### config.mk
export PLATFORM = sky130hd
export DESIGN_NAME = grid_renderer_pipe_flat
export DESIGN_NICKNAME = d
export VERILOG_FILES = /design/src/rtl/grid_renderer_pipe_if.sv /design/src/rtl/grid_renderer_pipe.sv /design/src/flat_wrapper.sv
export SDC_FILE = /design/constraint.sdc
export NUM_CORES = 1
export LEC_CHECK = 0
export BUFFER_PORTS_ARGS = -buffer_cell sky130_fd_sc_hd__buf_2
export CAP_MARGIN = 10
export CORE_MARGIN = 2
export CORE_UTILIZATION = 29
export DETAILED_ROUTE_END_ITERATION = 12
export PLACE_DENSITY = 0.45
export SETUP_SLACK_MARGIN = 0.3
export SYNTH_ARGS = -nofsm -noshare
export SYNTH_HDL_FRONTEND = slang
export SYNTH_SLANG_ARGS = --single-unit
export TNS_END_PERCENT = 30
### constraint.sdc
create_clock -name clk -period 3.03 [get_ports clk]
set_input_delay 0.303 -clock clk [delete_from_list [all_inputs] [get_ports clk]]
set_output_delay 0.303 -clock clk [all_outputs]
set_load 0.01 [all_outputs]
### src/rtl/grid_renderer_pipe_if.sv
// Pixel-stream bundle for grid_renderer_pipe: VGA position and board state
// flow into the renderer, registered colour and blink phase flow back out.
interface grid_renderer_pipe_if #(
   parameter int ROWS = 5,
   parameter int COLS = 10
);
   localparam int RW = (ROWS > 1) ? $clog2(ROWS) : 1;
   localparam int CW = (COLS > 1) ? $clog2(COLS) : 1;

   logic                   pixel_en;
   logic [9:0]             hs;
   logic [9:0]             vs;
   logic [ROWS*COLS*3-1:0] states_flat;
   logic [RW-1:0]          cursor_row;
   logic [CW-1:0]          cursor_col;
   logic                   cursor_en;
   logic [7:0]             r;
   logic [7:0]             g;
   logic [7:0]             b;
   logic                   rgb_valid;
   logic                   blink;

   // Source side: timing controller plus board-state owner.
   modport master (
      output pixel_en, hs, vs, states_flat, cursor_row, cursor_col, cursor_en,
      input  r, g, b, rgb_valid, blink
   );

   // Renderer side.
   modport slave (
      input  pixel_en, hs, vs, states_flat, cursor_row, cursor_col, cursor_en,
      output r, g, b, rgb_valid, blink
   );
endinterface

### src/rtl/grid_renderer_pipe.sv
// Board renderer: tracks the cell under the beam with incremental counters,
// snapshots board/cursor state at frame start, and emits registered RGB two
// cycles after each pixel is presented.
module grid_renderer_pipe #(
   parameter int ROWS         = 5,
   parameter int COLS         = 10,
   parameter int CELL_W       = 64,
   parameter int CELL_H       = 96,
   parameter int LINE_W       = 5,
   parameter int DIV_COL      = 5,
   parameter int DIV_W        = 10,
   parameter int BLINK_FRAMES = 30
) (
   input logic                 clk,
   input logic                 reset,
   grid_renderer_pipe_if.slave bus
);
   localparam int RW  = (ROWS > 1) ? $clog2(ROWS) : 1;
   localparam int CW  = (COLS > 1) ? $clog2(COLS) : 1;
   localparam int XOW = (CELL_W > 1) ? $clog2(CELL_W) : 1;
   localparam int YOW = (CELL_H > 1) ? $clog2(CELL_H) : 1;
   localparam int XCW = $clog2(COLS + 1);   // xcol saturates at COLS
   localparam int YRW = $clog2(ROWS + 1);   // yrow saturates at ROWS
   localparam int FCW = (BLINK_FRAMES > 1) ? $clog2(BLINK_FRAMES) : 1;

   typedef logic [ROWS-1:0][COLS-1:0][2:0] board_t;

   function automatic logic [23:0] palette(input logic [2:0] code);
      logic [23:0] c;
      case (code)
         3'd0:    c = 24'h000080;
         3'd1:    c = 24'h808080;
         3'd2:    c = 24'hFF0000;
         3'd3:    c = 24'hFFFFFF;
         3'd4:    c = 24'h800000;
         3'd5:    c = 24'h00FF00;
         3'd6:    c = 24'hFFFF00;
         default: c = 24'hFF00FF;
      endcase
      return c;
   endfunction

   logic line_start;
   logic frame_start;
   assign line_start  = bus.pixel_en && (bus.hs == 10'd0);
   assign frame_start = line_start && (bus.vs == 10'd0);

   // Counter registers hold the position of the most recent visible pixel;
   // the *_c values are the position of the pixel on the bus this cycle.
   logic [XOW-1:0] xoff_q, xoff_c;
   logic [XCW-1:0] xcol_q, xcol_c;
   logic [YOW-1:0] yoff_q, yoff_c;
   logic [YRW-1:0] yrow_q, yrow_c;

   board_t         board_q, board_c;
   logic [RW-1:0]  crow_q, crow_c;
   logic [CW-1:0]  ccol_q, ccol_c;
   logic           cen_q, cen_c;

   logic [FCW-1:0] fcnt_q, fcnt_c;
   logic           blink_q, blink_c;

   // Horizontal position of the presented pixel: restart at hs==0, else step.
   always_comb begin
      xoff_c = xoff_q;
      xcol_c = xcol_q;
      if (line_start) begin
         xoff_c = '0;
         xcol_c = '0;
      end else if (bus.pixel_en) begin
         if (xoff_q == XOW'(CELL_W - 1)) begin
            xoff_c = '0;
            if (xcol_q != XCW'(COLS)) xcol_c = xcol_q + 1'b1;
         end else begin
            xoff_c = xoff_q + 1'b1;
         end
      end
   end

   // Vertical position: only the first pixel of a line moves it.
   always_comb begin
      yoff_c = yoff_q;
      yrow_c = yrow_q;
      if (line_start) begin
         if (bus.vs == 10'd0) begin
            yoff_c = '0;
            yrow_c = '0;
         end else if (yoff_q == YOW'(CELL_H - 1)) begin
            yoff_c = '0;
            if (yrow_q != YRW'(ROWS)) yrow_c = yrow_q + 1'b1;
         end else begin
            yoff_c = yoff_q + 1'b1;
         end
      end
   end

   // Snapshot and blink phase, bypassed on frame start so the first pixel of
   // a frame already sees the freshly latched state.
   always_comb begin
      board_c = board_q;
      crow_c  = crow_q;
      ccol_c  = ccol_q;
      cen_c   = cen_q;
      fcnt_c  = fcnt_q;
      blink_c = blink_q;
      if (frame_start) begin
         board_c = bus.states_flat;
         crow_c  = bus.cursor_row;
         ccol_c  = bus.cursor_col;
         cen_c   = bus.cursor_en;
         if (fcnt_q == FCW'(BLINK_FRAMES - 1)) begin
            fcnt_c  = '0;
            blink_c = ~blink_q;
         end else begin
            fcnt_c = fcnt_q + 1'b1;
         end
      end
   end

   // Position, snapshot and frame-counter state.
   always_ff @(posedge clk) begin
      if (!reset) begin
         xoff_q  <= '0;
         xcol_q  <= '0;
         yoff_q  <= '0;
         yrow_q  <= '0;
         board_q <= '0;
         crow_q  <= '0;
         ccol_q  <= '0;
         cen_q   <= 1'b0;
         fcnt_q  <= '0;
         blink_q <= 1'b0;
      end else begin
         xoff_q  <= xoff_c;
         xcol_q  <= xcol_c;
         yoff_q  <= yoff_c;
         yrow_q  <= yrow_c;
         board_q <= board_c;
         crow_q  <= crow_c;
         ccol_q  <= ccol_c;
         cen_q   <= cen_c;
         fcnt_q  <= fcnt_c;
         blink_q <= blink_c;
      end
   end

   // Cell lookup for the presented pixel; out-of-grid positions never index
   // the board and never match the cursor.
   logic       in_grid_c;
   logic [2:0] code_c;
   logic       hit_c;
   always_comb begin
      in_grid_c = (xcol_c < XCW'(COLS)) && (yrow_c < YRW'(ROWS));
      code_c    = '0;
      hit_c     = 1'b0;
      if (in_grid_c) begin
         code_c = board_c[RW'(yrow_c)][CW'(xcol_c)];
         hit_c  = cen_c && blink_c &&
                  (32'(yrow_c) == 32'(crow_c)) && (32'(xcol_c) == 32'(ccol_c));
      end
   end

   // Stage 1: position within the cell, cell code and cursor match.
   logic           s1_in;
   logic [XOW-1:0] s1_xoff;
   logic [YOW-1:0] s1_yoff;
   logic [XCW-1:0] s1_xcol;
   logic [2:0]     s1_code;
   logic           s1_hit;
   always_ff @(posedge clk) begin
      if (!reset) begin
         s1_in   <= 1'b0;
         s1_xoff <= '0;
         s1_yoff <= '0;
         s1_xcol <= '0;
         s1_code <= '0;
         s1_hit  <= 1'b0;
      end else begin
         s1_in   <= bus.pixel_en && in_grid_c;
         s1_xoff <= xoff_c;
         s1_yoff <= yoff_c;
         s1_xcol <= xcol_c;
         s1_code <= code_c;
         s1_hit  <= hit_c;
      end
   end

   // Colour priority: blank, division band, grid line, cursor, cell palette.
   logic [23:0] rgb_c;
   always_comb begin
      rgb_c = 24'h000000;
      if (s1_in) begin
         if ((32'(s1_xcol) == DIV_COL) && (32'(s1_xoff) < DIV_W))
            rgb_c = 24'h00FFFF;
         else if ((32'(s1_xoff) < LINE_W) || (32'(s1_yoff) < LINE_W))
            rgb_c = 24'h202020;
         else if (s1_hit)
            rgb_c = 24'hFFA500;
         else
            rgb_c = palette(s1_code);
      end
   end

   // Stage 2: registered colour plus the pixel_en delay line.
   logic [23:0] rgb_q;
   logic [2:1]  vld_pipe;
   always_ff @(posedge clk) begin
      if (!reset) begin
         rgb_q    <= '0;
         vld_pipe <= '0;
      end else begin
         rgb_q    <= rgb_c;
         vld_pipe <= {vld_pipe[1], bus.pixel_en};
      end
   end

   assign bus.r         = rgb_q[23:16];
   assign bus.g         = rgb_q[15:8];
   assign bus.b         = rgb_q[7:0];
   assign bus.rgb_valid = vld_pipe[2];
   assign bus.blink     = blink_q;
endmodule

### src/flat_wrapper.sv
// flat-port wrapper written by rule: the top's interface ports become plain ports
module grid_renderer_pipe_flat 
#(
   parameter int ROWS         = 5,
   parameter int COLS         = 10,
   parameter int CELL_W       = 64,
   parameter int CELL_H       = 96,
   parameter int LINE_W       = 5,
   parameter int DIV_COL      = 5,
   parameter int DIV_W        = 10,
   parameter int BLINK_FRAMES = 30
)
  (clk, reset, bus_pixel_en, bus_hs, bus_vs, bus_states_flat, bus_cursor_row, bus_cursor_col, bus_cursor_en, bus_r, bus_g, bus_b, bus_rgb_valid, bus_blink);
  grid_renderer_pipe_if #(.ROWS(ROWS), .COLS(COLS)) bus_i ();
  input logic clk;
  input logic reset;
  input wire logic [$bits(bus_i.pixel_en)-1:0] bus_pixel_en;
  input wire logic [$bits(bus_i.hs)-1:0] bus_hs;
  input wire logic [$bits(bus_i.vs)-1:0] bus_vs;
  input wire logic [$bits(bus_i.states_flat)-1:0] bus_states_flat;
  input wire logic [$bits(bus_i.cursor_row)-1:0] bus_cursor_row;
  input wire logic [$bits(bus_i.cursor_col)-1:0] bus_cursor_col;
  input wire logic [$bits(bus_i.cursor_en)-1:0] bus_cursor_en;
  output wire logic [$bits(bus_i.r)-1:0] bus_r;
  output wire logic [$bits(bus_i.g)-1:0] bus_g;
  output wire logic [$bits(bus_i.b)-1:0] bus_b;
  output wire logic [$bits(bus_i.rgb_valid)-1:0] bus_rgb_valid;
  output wire logic [$bits(bus_i.blink)-1:0] bus_blink;
  assign bus_i.pixel_en = bus_pixel_en;
  assign bus_i.hs = bus_hs;
  assign bus_i.vs = bus_vs;
  assign bus_i.states_flat = bus_states_flat;
  assign bus_i.cursor_row = bus_cursor_row;
  assign bus_i.cursor_col = bus_cursor_col;
  assign bus_i.cursor_en = bus_cursor_en;
  assign bus_r = bus_i.r;
  assign bus_g = bus_i.g;
  assign bus_b = bus_i.b;
  assign bus_rgb_valid = bus_i.rgb_valid;
  assign bus_blink = bus_i.blink;
  grid_renderer_pipe #(.ROWS(ROWS), .COLS(COLS), .CELL_W(CELL_W), .CELL_H(CELL_H), .LINE_W(LINE_W), .DIV_COL(DIV_COL), .DIV_W(DIV_W), .BLINK_FRAMES(BLINK_FRAMES)) u_core (.clk(clk), .reset(reset), .bus(bus_i));
endmodule
==> results.md <==
* Run status: completed
* Grt met2 use at 32.4%
* DRC at 0
* Share of the synthesized area in the top cell type at 42.0%
* Worst r2r src: u_core.s1_yoff[0]
* Detailed-route via count at 9641
* Site row count at 66
* IO buf count at 206
* Final Hold Fails at 0
* Yosys warning total at 0
* Peak VDD IR at 0.000394 V
* Clk slew on worst S/H paths at 0.06 ns
* Worst-Skew Late Latency at 0.55 ns
* Static Leak at 0.00483 uW
* Vias in the first global route at 9188
* GPL Wtd Cong at 0.882
* DRT Pass-1 Iters at 5
* Placed Cells at 1840
* CTS HTree Levels at 1
* Period utilisation layout at 86.8%
* Clk sink count at 201
* Crit path DAT at 3.08 ns
* Number of antenna violations at the first check in global routing at 0
* Met1 usage at 27.9%
* Routed length per instance at 18.1 um
* P&R area growth vs syn at 36.0%
* Slew @ Worst Pin at 0.582 ns
* Core area at 0.0325 sq mm
* Setup-failing EPs final at 0
* N_diodes at 0
* Nets@finish at 1689
* Register area share after synthesis at 42.0%
* Global-route congestion overflow total at 0
* Drt total wl at 35.4 mm
* Die Wd at 186 um
* Antenna viol nets, final at 0
* Cell with the largest stage delay on the worst path: a211oi_2
* Final Skew at 0.0290 ns
* Hold Crit Class: input port to flip-flop
* F_max at 380 MHz
* Yosys reg bits at 201
* Post-layout minimum cycle time at 2.63 ns
* CTS Buffer Depth at 3
* Post-synth ARST share at 0%
* Critical path launch point type: flip-flop
* First-pass GRT wire length at 53.2 mm
* Worst relative slew slack at 61.2%
* Critical path peak fanout at 11
* Ys flop type: dfxtp_1
* Crit. Startpoint: u_core.s1_yoff[0]
* EDFF count, synth at 0
* Starting density of the core at 29.5%
* Die Y at 186 um
* Overall power at 5940 uW
* Syn nets at 1419
* GR peak layer: met2
* Root buffer cell: clkbuf_16
* Cell variety after synth at 66
* Max_cap viols at 0
* Crit path largest cell delay at 0.33 ns
* Post-DP HPWL at 25.9 mm
* Vias per cell at 4.93
* Worst-path cell chain: ha_1, and3_4, nand3_1, buf_6, nor2_1, a211oi_2, buf_4, nand2_1, buf_4, o221a_2, a21oi_1, a22oi_1, o32ai_1
* CTS tree: yes
* WHS at 0.0209 ns
* Count of pins over their slew limit at 0
* Met3 Use GR at 3.01%
* Largest net degree at the start of global routing at 84
* Layout cell share with drive strength beyond 1 at 25.0%
* Critical Path End Type: flip-flop
* Area leader, netlist: dfxtp_1
* RSZ-0062 raised after global routing: yes
* Kind of critical path: flip-flop to flip-flop
* Post-Synthesis Cells at 1228
* Final std cells w/o fill at 1955
* PD cells at 456 mW/mm^2
* Die area at 0.0345 sq mm
* HP Start: bus_states_flat[43]
* Total CTS buffers at 24
* Io pins at 207
* Total GRT Usage at 20.1%
* Worst path most repeated cell: buf_4
* Netlist Area Pre-Place at 0.00959 sq mm
* Area contributors post-synth: dfxtp_1 42%, nand2_1 13%, a21oi_1 8.6%
* First DRT Iteration DRCs at 654
* Mapped Avg Cell Area at 7.81 sq um
* CP required at 3.48 ns
==> layout make-up <==
| class | count | area, sq um |
|---|---|---|
| inverters | 12 | 47.5 |
| fillers | 3438 | 19500 |
| clock inverters | 10 | 153 |
| multi-input cells | 917 | 5250 |
| flip-flops and latches | 201 | 4020 |
| well taps | 442 | 553 |
| repair buffers | 342 | 2350 |
| clock buffers | 31 | 667 |
==> path summary, 6_finish.rpt <==
| check | to | slack (ns) | depth (start not counted) |
|---|---|---|---|
| hold reg to reg | u_core.vld_pipe[2] | 0.44 | 1 |
| setup reg to reg | u_core.s1_code[1] | 0.40 | 13 |
| hold / removal | u_core.board_q[43] | 0.02 | 3 |
| setup / recovery | u_core.s1_code[1] | 0.40 | 13 |
==> report_power, final <==
part / switching [uW] / total (uW) / internal, uW
logic: 131 / 292 / 161
registers: 3.63 / 2650 / 2650
clock network: 1190 / 3000 / 1810
==> synth_stat cells (all sizes together), types with 8 or more instances <==
master  number
nand3       35
a21oi      165
nand2      341
buf         51
nor4        13
dfxtp      201
inv         12
nor2        81
clkbuf      47
xnor2       19
nor3        12
o21ai       28
mux2        11
nand4       13
ha          10
o22ai       13
mux2i       49
xor2         9
and2         8
o221ai      12
==> flip-flops by register name, summed over array words and instances, names as in the netlist <==
| name | flops |
|---|---|
| u_core.cen_q | 1 |
| u_core.s1_xcol | 4 |
| u_core.fcnt_q | 5 |
| u_core.bus.blink | 1 |
| u_core.s1_code | 3 |
| u_core.vld_pipe | 2 |
| u_core.s1_yoff | 7 |
| u_core.rgb_q | 10 |
| u_core.board_q | 150 |
| u_core.s1_xoff | 6 |
| u_core.s1_in | 1 |
| u_core.yrow_q | 3 |
| u_core.crow_q | 3 |
| u_core.s1_hit | 1 |
| u_core.ccol_q | 4 |
==> what timing repair did <==
action,in CTS,in global routing
pin swaps,1,7
buffers inserted,1,3
gates cloned,0,1
endpoints found under the setup margin,3,3
hold buffers,69,0
gates resized for setup,6,42
hold endpoints to repair,69,0
==> cell usage in the layout, fill, tap and decap left out, types with 8 or more instances in the layout <==
cell type,n
o221ai_1,10
clkbuf_16,25
inv_1,11
o22ai_1,13
nand3_1,34
buf_12,8
dlygate4sd3_1,69
xor2_1,8
buf_2,206
nor3_1,10
nor4_1,9
a21oi_1,162
buf_4,56
nor2_1,75
nand2_1,335
o21ai_0,24
mux2_2,11
nand4_1,12
dfxtp_1,201
ha_1,9
mux2i_1,48
xnor2_1,17
==> critical path, delay by kind of cell (launching register included) <==
| family | cells | cell delay, ns |
|---|---|---|
| AOI/OAI and AO/OA | 5 | 1.04 |
| and+or+nand+nor | 4 | 0.45 |
| buffers and inverters | 3 | 0.52 |
| adders and majority gates | 1 | 0.22 |
| DFF | 1 | 0.31 |
==> through the flow <==
step,setup TNS [ns],utilization [%],setup WS [ns],area [sq um]
after CTS,0,39.4,0.279,12800
after global routing,0,40.1,0.276,13000
after global placement,0,34.7,0.0360,11300
final,0,40.1,0.401,13000
after detailed placement,-0.00718,34.7,-0.00718,11300
after floorplan,0,-,0.405,9590
==> logic make-up after synthesis <==
| group | Yosys count | synth area share, % |
|---|---|---|
| flops | 201 | 42.0 |
| buf+inv | 110 | 5.57 |
| fa+ha+maj | 10 | 1.30 |
| compound gates | 287 | 18.2 |
| xor+xnor | 28 | 2.56 |
| simple gates | 532 | 24.0 |
| mux | 60 | 6.40 |
==> layer usage <==
metal / share of wire [%] / routed length (um)
met5: 0 / 0
met4: 2.3 / 821
met3: 5.5 / 1960
met2: 45 / 16000
met1: 47 / 16600
Power figures use the tool's default switching activity.
